<file path="config.mk">
export PLATFORM = sky130hd
export DESIGN_NAME = iterative_unrotator
export DESIGN_NICKNAME = d
export VERILOG_FILES = /design/src/rtl/iterative_unrotator_pkg.sv /design/src/rtl/iterative_unrotator_rotate_one_step.sv /design/src/rtl/iterative_unrotator.sv
export SDC_FILE = /design/constraint.sdc
export NUM_CORES = 1
export LEC_CHECK = 0
export CORE_ASPECT_RATIO = 1.2
export CORE_MARGIN = 2
export CORE_UTILIZATION = 45
export CTS_CLUSTER_DIAMETER = 60
export DETAILED_ROUTE_END_ITERATION = 16
export PLACE_DENSITY = 0.87
export SETUP_SLACK_MARGIN = 0.1
export SYNTH_ARGS = -nofsm -noshare
export SYNTH_HDL_FRONTEND = slang
export SYNTH_HIERARCHICAL = 1
export SYNTH_SLANG_ARGS = --single-unit
</file>
<file path="constraint.sdc">
create_clock -name clk -period 1.6 [get_ports clk]
set_input_delay 0.16 -clock clk [delete_from_list [all_inputs] [get_ports clk]]
set_output_delay 0.16 -clock clk [all_outputs]
set_load 0.1 [all_outputs]
</file>
<file path="src/rtl/iterative_unrotator_pkg.sv">
// Shared definitions for the iterative unrotator: FSM state encoding and
// the default data width.
package iterative_unrotator_pkg;

  // Default data width in bits (power of two, at least 4).
  localparam int unsigned DEFAULT_N = 8;

  // Control FSM states.
  typedef enum logic [1:0] {
    IDLE = 2'd0,
    BUSY = 2'd1,
    DONE = 2'd2
  } unrot_state_e;

endpackage

</file>
<file path="src/rtl/iterative_unrotator_rotate_one_step.sv">
// Combinational single-bit rotator used by the unrotator datapath.
// dir_i = 0 rotates right by one bit, dir_i = 1 rotates left by one bit.
module rotate_one_step #(
  parameter int N = 8
) (
  input  logic [N-1:0] word_i,
  input  logic         dir_i,
  output logic [N-1:0] word_o
);

  // Select between a one-bit left and a one-bit right rotation.
  always_comb begin
    word_o = word_i;
    if (dir_i == 1'b1) begin
      word_o = {word_i[N-2:0], word_i[N-1]};
    end else begin
      word_o = {word_i[0], word_i[N-1:1]};
    end
  end

endmodule

</file>
<file path="src/rtl/iterative_unrotator.sv">
// Iterative unrotator: accepts a word that was rotated by shift_amount_i in
// shift_direction_i and restores it one bit per clock, with valid/ready
// handshakes on both sides.
// Optional build macro: UNROTATOR_SHORT_PATH_EN -- when defined, amounts
// above N/2 are undone by rotating the original way by N-amount steps.
module iterative_unrotator
  import iterative_unrotator_pkg::*;
#(
  parameter int N = DEFAULT_N
) (
  input  logic                 clk,
  input  logic                 rst_n,
  input  logic [N-1:0]         data_i,
  input  logic [$clog2(N)-1:0] shift_amount_i,
  input  logic                 shift_direction_i,
  input  logic                 valid_i,
  output logic                 ready_o,
  output logic [N-1:0]         data_o,
  output logic                 valid_o,
  input  logic                 ready_i
);

  localparam int CW = $clog2(N);
  localparam logic [CW-1:0] CNT_ZERO = {CW{1'b0}};
  localparam logic [CW-1:0] CNT_ONE  = {{(CW-1){1'b0}}, 1'b1};

  unrot_state_e  state_q, state_d;
  logic [N-1:0]  work_q, work_d;
  logic [CW-1:0] cnt_q, cnt_d;
  // dir_q holds the direction of the original rotation as seen by the
  // stepper: steps always go opposite to dir_q.
  logic          dir_q, dir_d;

  logic [N-1:0]  step_word_s;
  logic [CW-1:0] start_cnt_s;
  logic          start_dir_s;

`ifdef UNROTATOR_SHORT_PATH_EN
  localparam logic [CW-1:0] HALF_N = CW'(N / 2);
  logic take_short_s;

  // Pick the shorter way round: N-amount steps in the original direction.
  // The stored direction is inverted so the stepper's "opposite" rotation
  // becomes the original direction. N-amount is formed modulo 2**CW,
  // which equals N because N is a power of two.
  always_comb begin
    take_short_s = (shift_amount_i > HALF_N);
    if (take_short_s) begin
      start_cnt_s = CNT_ZERO - shift_amount_i;
      start_dir_s = ~shift_direction_i;
    end else begin
      start_cnt_s = shift_amount_i;
      start_dir_s = shift_direction_i;
    end
  end
`else
  // Always undo the rotation step by step in the opposite direction.
  always_comb begin
    start_cnt_s = shift_amount_i;
    start_dir_s = shift_direction_i;
  end
`endif

  // dir_q = 0 (originally rotated left) makes the stepper rotate right.
  rotate_one_step #(
    .N(N)
  ) u_step (
    .word_i(work_q),
    .dir_i (dir_q),
    .word_o(step_word_s)
  );

  // Next-state and datapath update for the accept / step / hand-off FSM.
  always_comb begin
    state_d = state_q;
    work_d  = work_q;
    cnt_d   = cnt_q;
    dir_d   = dir_q;
    case (state_q)
      IDLE: begin
        if (valid_i) begin
          work_d = data_i;
          cnt_d  = start_cnt_s;
          dir_d  = start_dir_s;
          if (start_cnt_s == CNT_ZERO) begin
            state_d = DONE;
          end else begin
            state_d = BUSY;
          end
        end else begin
          state_d = IDLE;
        end
      end
      BUSY: begin
        work_d = step_word_s;
        cnt_d  = cnt_q - CNT_ONE;
        if (cnt_q == CNT_ONE) begin
          state_d = DONE;
        end else begin
          state_d = BUSY;
        end
      end
      DONE: begin
        // No new accept on the hand-off edge; IDLE is entered first.
        if (ready_i) begin
          state_d = IDLE;
        end else begin
          state_d = DONE;
        end
      end
      default: begin
        state_d = IDLE;
      end
    endcase
  end

  // State and datapath registers; reset drops any in-flight word.
  always_ff @(posedge clk or negedge rst_n) begin
    if (!rst_n) begin
      state_q <= IDLE;
      work_q  <= {N{1'b0}};
      cnt_q   <= CNT_ZERO;
      dir_q   <= 1'b0;
    end else begin
      state_q <= state_d;
      work_q  <= work_d;
      cnt_q   <= cnt_d;
      dir_q   <= dir_d;
    end
  end

  assign ready_o = (state_q == IDLE);
  assign valid_o = (state_q == DONE);
  assign data_o  = work_q;

endmodule

</file>
== After elaboration in Yosys (flattened, before gate mapping) ==
Index checks and enable logic that the tools add are counted.
W data, S select, Z words.
Word-level totals
  bits of input ports: 16
  bits in writable memories: 0
  ROM bits: 0
  bits in registers: 14
  memories kept: 0
  bits in latches: 0
  word-level logic and storage cells: 24
Operators by class
  $add $sub $neg: 1
  $mul: 0
  shift-type cells: 0
  muxes and demuxes: 10
  eq/ne operators: 4
  div/mod/pow operators: 0
  magnitude comparators: 0
  bitwise gates (word level): 0
  reduce and logical (&&, ||, !) cells: 5
Operators with widths (count)
  $mux W8: 2
  $pmux W8 S2: 1
  $mux W2: 4
  $pmux W2 S3: 1
  $pmux W3 S2: 1
  $reduce_and A2 Y1: 2
  $eq A3 B1 Y1 const B: 1
  $logic_not A3 Y1: 1
  $mux W3: 1
  $sub A3 B1 Y3 const B: 1
  $eq A2 B1 Y1 const B: 1
  $eq A2 B2 Y1 const B: 1
  $logic_not A2 Y1: 1
  $ne A2 B2 Y1 const B: 1
  $reduce_bool A2 Y1: 1

== Longest topological paths before layout ==
Gate-level depths: netlist of run 1.
  depth in word-level cells: 4
  depth in mapped cells: 5

== Hierarchy ==
Netlist of run 1, hierarchy kept.
Modules (own cells, without submodules)
  iterative_unrotator: sequential area each 350.3 µm², cells an instance 76, area each 742.0 µm², instances 1
  rotate_one_step: sequential area each 0.0 µm², cells an instance 9, area each 131.4 µm², instances 1

== Least setup slack after synthesis of run 1 ==
Ideal clock, no wire load.
  kind: flip-flop to output port
  start: reg state_q[0]
  end: out valid_o
  setup slack: -0.566 ns
  arrival: 2.006 ns
  required time: 1.440 ns
  cell stages (with the launch flop): 4
  path through: dfrtp_1 > buf_6 > buf_2 > nor2b_1
Between the ends
  longest elaborated chain between the ends: 1
RTL lines
  start: declaration: line iterative_unrotator.sv:27  | unrot_state_e state_q, state_d;
  start signal: assignment: line iterative_unrotator.sv:125  | state_q <= state_d;
  $eq A2 B2 Y1: line iterative_unrotator.sv:133  | assign valid_o = (state_q == DONE);
  end: declaration: line iterative_unrotator.sv:19  | output logic valid_o,
No other way between the ends.

== Worst setup path in the final report of run 1 ==
  start: reg dir_q
  end: reg work_q[3] (netlist: data_o[3])
Between the ends
  longest elaborated chain between the ends: 2
RTL lines
  start: declaration: line iterative_unrotator.sv:32  | logic dir_q, dir_d;
  start signal: assignment: line iterative_unrotator.sv:128  | dir_q <= dir_d;
  $mux W8: line iterative_unrotator_rotate_one_step.sv:14  | if (dir_i == 1'b1) begin
  net step_word_s[3]: line iterative_unrotator.sv:34  | logic [N-1:0] step_word_s;
  $pmux W8 S2: line iterative_unrotator.sv:79  | case (state_q)
  end signal: assignment: line iterative_unrotator.sv:121  | work_q <= {N{1'b0}};
  end signal: assignment: line iterative_unrotator.sv:126  | work_q <= work_d;
  end: declaration: line iterative_unrotator.sv:28  | logic [N-1:0] work_q, work_d;
The timed path passes the listed nets, and every way through them passes these cells.
A chain may end at the register's enable or synchronous reset.

==> results of run 1 <==
state kept, by name (all words and copies together) (netlist names):
signal and cells:
state_q 2, dir_q 1, cnt_q 3, data_o 8
worst min path at each step:
stage | startpoint | end | slack, ns | depth (start not counted)
after floorplan | rst_n | cnt_q[0] | -0.14 | 0
after global placement | cnt_q[1] | cnt_q[1] | 0.47 | 2
after detailed placement | rst_n | data_o[1] | 0.49 | 2
after CTS | rst_n | data_o[1] | 0.19 | 2
after global routing | rst_n | data_o[1] | 0.22 | 2
final | rst_n | data_o[1] | 0.18 | 2
per-stage QoR:
stage | hold slack, ns | utilization | worst slack (ns) | setup TNS [ns] | cells
after floorplan | -0.136 | - | -0.0464 | -0.0856 | 85
after global placement | 0.473 | 0.688 | 0.154 | 0 | 129
after detailed placement | 0.489 | 0.688 | 0.0855 | 0 | 129
after CTS | 0.187 | 0.708 | 0.133 | 0 | 133
after global routing | 0.221 | 0.709 | 0.118 | 0 | 133
final | 0.179 | 0.709 | 0.184 | 0 | 133
metal layers:
metal / part of all wire / GRT usage / vias to the layer above / wire, um
met5: 0 / 0 / - / 0
met4: 0.026 / 0.111 / 0 / 57
met3: 0.054 / 0.0138 / 6 / 117
met2: 0.50 / 0.358 / 35 / 1100
met1: 0.41 / 0.249 / 364 / 900
li1: - / - / 357 / -
cell families after synthesis:
logic type / after synthesis
mux: 9
fa+ha+maj: 2
buf+inv: 12
flops: 14
simple gates: 18
compound gates: 30
cell usage in the layout, fill, tap and decap left out, types with 2 or more instances in the layout:
cell type        instances
buf_4                    6
dfrtp_1                  5
mux2_4                   9
ha_1                     2
buf_12                  10
a21oi_1                  4
a22oi_1                  8
dfrtp_2                  9
clkdlybuf4s50_1         15
nand2_1                 10
inv_1                    6
a32oi_1                  2
o21ai_1                 11
clkbuf_4                 3
area by class of cell:
class,instances,area (um2)
fillers,113,533
repair buffers,31,395
well taps,19,23.8
clock buffers,4,36.3
flip-flops and latches,14,362
multi-input cells,59,457
inverters,6,22.5
==> results.txt, run 1 <==
TritonCTS Buffers = 3
Final HPWL DP = 1630 um
synth cell count leaders = 14 x dfrtp_1, 11 x o21ai_1, 10 x nand2_1
Synth Register Bits = 14
YS warnings = 6
Sink Count = 14
Setup Crit Path Kind = reg2reg
CTS clk-pin slew, worst paths = 0.09 ns
Core ar. = 1830 um2
CP delay by family, top = flip-flops
clk_skew = 0.00333 ns
Final ANT Viol Nets = 0
Worst-Margin Slew = 0.484 ns
Max Slew Vio Count = 0
setup bufs post-CTS = 0
main combinational cell family by area after synthesis = compound AO/OA/AOI/OAI gates
placed cell areas = 1260 um2
CTS hold repair buffers = 0
Tcrit/Tclk final = 0.885
Core Rows = 17
first-pass GRT wire length = 3440 um
# resized after CTS = 0
Detailed Route Iter0 Violations = 15
Final Net Count = 133
unrepaired setup endpoints after global routing = false
max cap viols = 0
number of flops mapped to enable cells by yosys = 0
DRC = 0
total global routing overflow = 0
number of cells on the worst reg-to-reg path = 3
final worst path period need = 1.42 ns
post-synthesis adder-cell area fraction = 0.0287
Required @ worst endpoint = 1.77 ns
largest area contributor in the netlist = dfrtp_1
design area = 1300 um2
Syn Area/Cell = 10.3 um2
Clock Latency Late Sink = 0.28 ns
post-synthesis mux area share = 0.155
largest net degree at the start of global routing = 15
Post-Syn Nets = 103
xor-xnor portion of the synthesized cell area = 0
CP Cell Sequence = mux2_4 > a22oi_1 > o21ai_1
area grow syn2layout = 48.4%
CP startpoint kind = flip-flop
worst slew margin relative to its limit = 0.677
via count = 762
Die H = 52.3 um
I/O pin cnt = 26
most common cell in the netlist = dfrtp_1
synthesized area = 873 um2
htree depth = 1
CP Depth = 3
Placer Congestion = 0.869
die area = 2310 um2
Port-buffer cells = 25
top cell type's share of synthesized area = 0.401
complex-gate fraction of the synthesized area = 0.228
post-synthesis sequential area ratio = 0.401
fmax = 0.706 GHz
Synth Area in Simple Gates = 0.106
R2R Path End = data_o[3]
CTS Buffer Depth = 2
Routed WL per cell = 16.3 um
Synth cell types = 22
CP Max Fanout = 9
CP peak stage delay = 0.65 ns
share of layout cells above drive strength 1 = 0.395
initial antenna violation count = 0
ant diodes = 0
final setup fails = 0
Die X = 44.2 um
FFs w/ async S/R, synth = 1.00
CP max-delay cell = dfrtp_1
top cells by area, synth = dfrtp_1 40%, mux2_4 15%, a22oi_1 6.9%
outcome = finished, final reports clean
vias in the first global route = 722
Worst Path Buf+Inv = 0
Starting Density = 0.477
CTS tree = done
Hold Path Class = in2async
CP startpoint = dir_q
CTS root buf = clkbuf_4
Post-Route WL = 2170 um
Post-synth top flop = dfrtp_1
Mapped Cells = 85
RR Startpoint = dir_q
DR vias/cell = 5.73
gr usage total = 0.206
CP arrival = 1.59 ns
DR pass1 iterations = 4
CP endpoint kind = flip-flop
reg2reg setup slack = 0.18 ns
crit path to = data_o[3]
endpoints failing hold = 0
Power of run 1 is left out: the tool's default activity adds up to more than one toggle a clock period on the data nets, which glitch-free logic cannot reach.
==> run 2: changes to the inputs <==
- CTS_BUF_LIST: not set -> sky130_fd_sc_hd__clkbuf_16
==> results.txt, run 2 (synthesized netlist as in run 1, its figures left out) <==
DR vias/cell = 5.74 (+0.13%)
Core Rows = 17 (unchanged)
CTS Buffer Depth = 2 (unchanged)
Port-buffer cells = 25 (unchanged)
share of layout cells above drive strength 1 = 0.377 (-0.0175)
CP arrival = 1.54 ns (-0.05 ns)
Worst-Margin Slew = 0.481 ns (-0.00382 ns)
ant diodes = 0 (unchanged)
Multi-input gate area = 457 um2 (unchanged)
CP startpoint kind = flip-flop
Final HPWL DP = 1630 um (unchanged)
Sink Count = 14 (unchanged)
post-route core utilization = 0.731 (+0.0226)
I/O pin cnt = 26 (unchanged)
Final ANT Viol Nets = 0 (unchanged)
worst slack, placed = 0.0855 ns (unchanged)
setup_tns = 0 ns (unchanged)
most common cell after layout, fill and taps aside = clkdlybuf4s50_1
vias in the first global route = 742 (+2.8%)
Tcrit/Tclk final = 0.888 (+0.00275)
htree depth = 1 (unchanged)
CP Max Fanout = 9 (unchanged)
worst slew margin relative to its limit = 0.680 (+0.00255)
final worst slack = 0.179 ns (-0.00440 ns)
Reg area = 360 um2 (-0.35%)
Starting Density = 0.477 (unchanged)
Die X = 44.2 um (unchanged)
Hold Path Class = in2async
total global routing overflow = 0 (unchanged)
max cap viols = 0 (unchanged)
Final Net Count = 133 (unchanged)
Detailed Route Iter0 Violations = 23 (+8)
first-pass GRT wire length = 3570 um (+4.0%)
number of cells on the worst reg-to-reg path = 3 (unchanged)
CTS hold repair buffers = 0 (unchanged)
Post-Route WL = 2300 um (+5.7%)
fmax = 0.704 GHz (-0.31%)
die area = 2310 um2 (unchanged)
final setup fails = 0 (unchanged)
outcome = finished, final reports clean
TritonCTS Buffers = 3 (unchanged)
area grow syn2layout = 53.2%
CTS clk-pin slew, worst paths = 0.05 ns (-0.04 ns)
CP endpoint kind = flip-flop
RR Startpoint = dir_q
number of fill cells = 106 (-6.2%)
Cell Count Post-Placement = 129 (unchanged)
gr usage total = 0.224 (+0.0180)
Largest register FFs = 8 (unchanged)
initial antenna violation count = 0 (unchanged)
DR pass1 iterations = 4 (unchanged)
reg2reg setup slack = 0.18 ns (about the same)
final worst path period need = 1.42 ns (+0.00440 ns)
via count = 763 (+0.13%)
Max Slew Vio Count = 0 (unchanged)
Clock Latency Late Sink = 0.25 ns (-0.03 ns)
Core ar. = 1830 um2 (unchanged)
Post-Layout Cell Count = 133 (unchanged)
largest net degree at the start of global routing = 15 (unchanged)
unrepaired setup endpoints after global routing = false
Placer Congestion = 0.869 (unchanged)
DRC = 0 (unchanged)
Routed WL per cell = 17.3 um (+5.7%)
Die H = 52.3 um (unchanged)
Setup Crit Path Kind = reg2reg
Required @ worst endpoint = 1.72 ns (-0.05 ns)
# resized after CTS = 0 (unchanged)
CTS root buf = clkbuf_16
CTS tree = done
R2R Path End = data_o[3]
endpoints failing hold = 0 (unchanged)
clk_skew = 0.00377 ns (+0.000436 ns)
commonest non-fill, non-tap cells in the layout = 15 x clkdlybuf4s50_1, 11 x o21ai_1, 10 x nand2_1, 10 x buf_12, 9 x mux2_4
setup bufs post-CTS = 0 (unchanged)
[run 2: final cells by class]
class,count,share of cell area
multi-input combinational,59,0.341
timing repair buffer,31,0.296
sequential,14,0.269
clock buffer,3,0.0561
tap,19,0.0178
inverter,6,0.0168
clock inverter,1,0.00281
[run 2: critical path: stages (launching register included)]
cell and delay (ns):
dfrtp_1 0.64, mux2_4 0.35, a22oi_1 0.22, o21ai_1 0.08
[run 2: how the worst max path moves through the flow]
stage                from  slack (ns)        end
2_1_floorplan  state_q[1]       -0.05    ready_o
3_3_place_gp      valid_i        0.15      dir_q
3_5_place_dp      valid_i        0.09      dir_q
4_1_cts        state_q[1]        0.18    valid_o
5_1_grt             dir_q        0.10  data_o[4]
6_report            dir_q        0.18  data_o[3]
[run 2: per-stage QoR]
step / area [um2] / hold WS [ns]
after floorplan: 888 / -0.136
after global placement: 1260 / 0.473
after detailed placement: 1260 / 0.489
after CTS: 1340 / 0.239
after global routing: 1340 / 0.274
final: 1340 / 0.232
[run 2: routing by layer]
metal | vias up | part of all wire | GRT usage | wire [um]
met5 | - | 0 | 0 | 0
li1 | 357 | - | - | -
met1 | 364 | 0.39 | 0.252 | 894
met4 | 0 | 0.032 | 0.162 | 74
met2 | 34 | 0.51 | 0.365 | 1180
met3 | 8 | 0.064 | 0.0517 | 146
Power of run 2 is left out for the same reason.
